### config.mk
export PLATFORM = sky130hd
export DESIGN_NAME = p_pattern_detect
export DESIGN_NICKNAME = d
export VERILOG_FILES = /design/src/rtl/p_pattern_detect.sv
export SDC_FILE = /design/constraint.sdc
export NUM_CORES = 1
export LEC_CHECK = 0
export CELL_PAD_IN_SITES_DETAIL_PLACEMENT = 0
export CELL_PAD_IN_SITES_GLOBAL_PLACEMENT = 1
export CORE_MARGIN = 2
export CORE_UTILIZATION = 25
export DETAILED_ROUTE_END_ITERATION = 16
export PLACE_DENSITY = 0.79
export SLEW_MARGIN = 20
export SYNTH_ARGS = -nofsm -noshare
export SYNTH_HDL_FRONTEND = slang
export SYNTH_SLANG_ARGS = --single-unit
### constraint.sdc
create_clock -name CLK -period 2.05 [get_ports CLK]
set_input_delay 0.5125 -clock CLK [delete_from_list [all_inputs] [get_ports CLK]]
set_output_delay 0.5125 -clock CLK [all_outputs]
set_load 0.005 [all_outputs]
### src/rtl/p_pattern_detect.sv
// Pattern detector behind the DSP slice P register: masked pattern / complement
// matches, overflow/underflow events, P auto-reset request, sticky status and match counter.
module p_pattern_detect #(
    parameter logic [47:0] PATTERN   = 48'h0,
    parameter logic [47:0] MASK      = 48'h3FFF_FFFF_FFFF,
    parameter int          PDREG     = 1,
    parameter int          AUTORESET = 0
) (
    input  logic               CLK,
    input  logic               RSTPD_N,
    input  logic               CEPD,
    input  logic               CLR_STICKY,
    input  logic signed [47:0] P_IN,
    output logic               PATTERNDETECT,
    output logic               PATTERNBDETECT,
    output logic               PATTERNDETECTPAST,
    output logic               PATTERNBDETECTPAST,
    output logic               OVERFLOW,
    output logic               UNDERFLOW,
    output logic               AUTORESET_P,
    output logic               OVF_STICKY,
    output logic               UNF_STICKY,
    output logic [15:0]        MATCH_CNT
);

    logic        pd_raw;
    logic        pbd_raw;
    logic        ar_next;
    logic        pd_past;
    logic        pbd_past;
    logic        ar_q;
    logic        ovf_s;
    logic        unf_s;
    logic [15:0] cnt_q;
    logic [15:0] cnt_base;
    logic [15:0] cnt_next;

    // Masked bits (MASK=1) always count as matching.
    assign pd_raw  = &(~(P_IN ^ PATTERN) | MASK);
    assign pbd_raw = &((P_IN ^ PATTERN) | MASK);

    generate
        if (PDREG == 1) begin : g_flag_reg
            logic pd_q;
            logic pbd_q;
            always_ff @(posedge CLK or negedge RSTPD_N) begin
                if (!RSTPD_N) begin
                    pd_q  <= 1'b0;
                    pbd_q <= 1'b0;
                end else if (CEPD) begin
                    pd_q  <= pd_raw;
                    pbd_q <= pbd_raw;
                end
            end
            assign PATTERNDETECT  = pd_q;
            assign PATTERNBDETECT = pbd_q;
        end else begin : g_flag_comb
            assign PATTERNDETECT  = pd_raw;
            assign PATTERNBDETECT = pbd_raw;
        end
    endgenerate

    // The next detect value is pd_raw in both flag modes: the registered flag loads pd_raw.
    always_comb begin
        ar_next = 1'b0;
        case (AUTORESET)
            1:       ar_next = pd_raw;
            2:       ar_next = PATTERNDETECT & ~pd_raw;
            default: ar_next = 1'b0;
        endcase
    end

    // A clear and an event in the same cycle: the event lands on the cleared value.
    assign cnt_base = CLR_STICKY ? 16'h0000 : cnt_q;
    assign cnt_next = (PATTERNDETECT && cnt_base != 16'hFFFF) ? cnt_base + 16'd1 : cnt_base;

    always_ff @(posedge CLK or negedge RSTPD_N) begin
        if (!RSTPD_N) begin
            pd_past  <= 1'b0;
            pbd_past <= 1'b0;
            ar_q     <= 1'b0;
            ovf_s    <= 1'b0;
            unf_s    <= 1'b0;
            cnt_q    <= 16'h0000;
        end else if (CEPD) begin
            pd_past  <= PATTERNDETECT;
            pbd_past <= PATTERNBDETECT;
            ar_q     <= ar_next;
            ovf_s    <= (ovf_s & ~CLR_STICKY) | OVERFLOW;
            unf_s    <= (unf_s & ~CLR_STICKY) | UNDERFLOW;
            cnt_q    <= cnt_next;
        end
    end

    assign PATTERNDETECTPAST  = pd_past;
    assign PATTERNBDETECTPAST = pbd_past;
    assign OVERFLOW           = pd_past & ~PATTERNDETECT & ~PATTERNBDETECT;
    assign UNDERFLOW          = pbd_past & ~PATTERNDETECT & ~PATTERNBDETECT;
    assign AUTORESET_P        = ar_q;
    assign OVF_STICKY         = ovf_s;
    assign UNF_STICKY         = unf_s;
    assign MATCH_CNT          = cnt_q;

endmodule

==> results.yml <==
placement:
  gp_congestion: 0.793
  hpwl_mm: 2.11
  placed_area_mm2: 0.00158
  io_buffers: 29
synth:
  yosysWarnings: 0
  postSynthAreaPerCell_um2: 9.58
  synth_most_common_cell: "dfrtp_1"
  syn-num-nets: 172
  ys_seq_elements: 22
  synth_edf_count: 0
  synth_top_cell_area_share_pct: 47.9
  syn_inst: 120
  seq_area_frac_synth_pct: 47.9
  ys_async_sr_fraction_pct: 100
  synth_flop_cell: "dfrtp_1"
  yosys-top-cells-area: "dfrtp_1, nand2_1, xnor2_1, nor3_1, a21oi_1"
  synth_area_leader_cell: "dfrtp_1"
  ys_types: 38
  yosys-top-cells-count: "dfrtp_1, nand2_1, inv_1, nor3_1, xnor2_1"
  synth_area_mm2: 0.00115
sta:
  min_period_ps: 1960
  hold_ws_ps: 497
  timing.fmax_mhz: 509
  rsz0062_at_grt: "no"
  maxSlewViolCount: 0
  hold_violations: 0
  skew_ps: 3.11
  setup_viol: 0
  finalCritPeriodShare_pct: 95.8
final_layout:
  design_area_mm2: 0.00163
  area_growth_pct: 41.6
  n_antenna_cell: 0
  fin_nets: 215
  drive_gt1_share_pct: 14.9
drt:
  wire_per_inst_um: 12.9
  viasPerCell: 4.93
  antenna_left: 0
  drtIter0Drc: 64
  routed_wl_mm: 2.75
  drcViolationCount: 0
  drtPass1Iterations: 4
  vias: 1051
critical_path:
  path_class: "flop to output pin"
  rr_worst_depth: 4
  cp.arrival_ps: 1450
  path_max_fanout: 4
  critical_path.startpoint_type: "flop"
  cp.required_ps: 1540
  end_kind: "output pin"
  reg2reg_setup_slack_ps: 420
power_and_ir_drop:
  ir_drop_mv: 0.213
  leakagePower_uw: 0.000674
  power.density_mw_per_mm2: 544
  power_uw: 886
die:
  die_h_um: 71.8
  std_cell_rows: 24
  fp.coreArea_mm2: 0.00438
  dieWidth_um: 71.8
  ios: 77
  initial_utilization_pct: 26.2
  dieArea_mm2: 0.00516
clock_network:
  cts_tree: "yes"
  cts_made_buffers: 3
  cts_root_buf: "clkbuf_8"
  cts_buffer_depth: 2
  cts_max_level: 1
  path_clk_slew_ps: 70
  worstSkewPairLatency_ps: 250
  postCtsSetupBuffers: 0
  cts_sinks: 22
grt:
  grt-ovfl-total: 0
  grt_pass1_wl_mm: 4.84
  grt_usage_pct: 11.5
  antenna_found_initial: 0
  grt_max_degree: 23
  grt_pass1_vias: 1074
hold_path:
  min_path_cells: 1
  hp-class: "flop to flop"
run_status:
  outcome: "complete, no violations"
job:
  drv_cap: 0
[flip-flops by register name (all words and copies together), names as in the netlist]
name                count
MATCH_CNT              16
OVF_STICKY              1
PATTERNBDETECT          1
PATTERNBDETECTPAST      1
PATTERNDETECT           1
PATTERNDETECTPAST       1
UNF_STICKY              1
[stage by stage]
step	utilization (%)	instances	worst slack, ps	TNS [ps]
CTS	37.1	213	7.86	0
global route	37.1	213	8.65	0
floorplan	-	120	519	0
detailed placement	36.1	210	-71.5	-256
global placement	36.1	210	-46.8	-147
finish	37.1	213	86.3	0
[cell type report]
cell class / instances / area [um2]
clock buffer: 3 / 41.3
fill: 460 / 2760
inverter: 6 / 22.5
multi-input combinational: 88 / 561
sequential: 22 / 551
tap: 52 / 65.1
timing repair buffer: 42 / 388
[critical path, cell delays in order, from the launching register on]
cell and delay, ps:
dfrtp_1 410, nor2_2 150, and2_1 140, clkdlybuf4s50_1 500
[layer usage]
layer | vias to the layer above | wire length [um] | GRT usage (%)
met5 | - | 0 | 0
met4 | 0 | 9 | 2.52
met3 | 2 | 137 | 2.53
met2 | 28 | 1300 | 18.9
met1 | 509 | 1300 | 15.5
li1 | 512 | - | -
[layout by cell type (no fill, tap or decap), drive strengths merged, types with 3 or more instances in the layout]
cell	n
xnor2	7
dfrtp	22
nor3	6
inv	6
clkdlybuf4s50	29
buf	13
nand4	5
nor2b	3
nand3	4
clkbuf	3
nand2	20
and3	3
nor2	3
a31oi	3
and2	4
a21oi	5
[cells by family after synthesis]
kind of cell	share of synthesized area (%)
AND/OR/NAND/NOR	27.7
flip-flops	47.9
AO/OA/AOI/OAI	12.7
buffers and inverters	3.59
XOR/XNOR	6.75
multiplexers	0.979
other	0.326
[worst paths after layout]
path,startpoint,to
worst min register to register,OVF_STICKY,OVF_STICKY
worst min-delay path,OVF_STICKY,OVF_STICKY
worst max-delay path,PATTERNBDETECT,UNDERFLOW
min in group asynchronous,RSTPD_N,MATCH_CNT[14]
worst max register to register,MATCH_CNT[10],MATCH_CNT[5]
max in group asynchronous,RSTPD_N,UNF_STICKY
[power breakdown]
part	total, uW	switching (uW)	internal [uW]
Sequential	479	23.1	456
Combinational	147	59.9	87.0
Clock	260	129	131
[repair_timing]
item                                    in CTS  in global routing
endpoints found under the setup margin       0                  2
gates resized for setup                      0                  1
hold endpoints to repair                     0                  0
hold buffers                                 0                  0
Power figures use the tool's default switching activity.
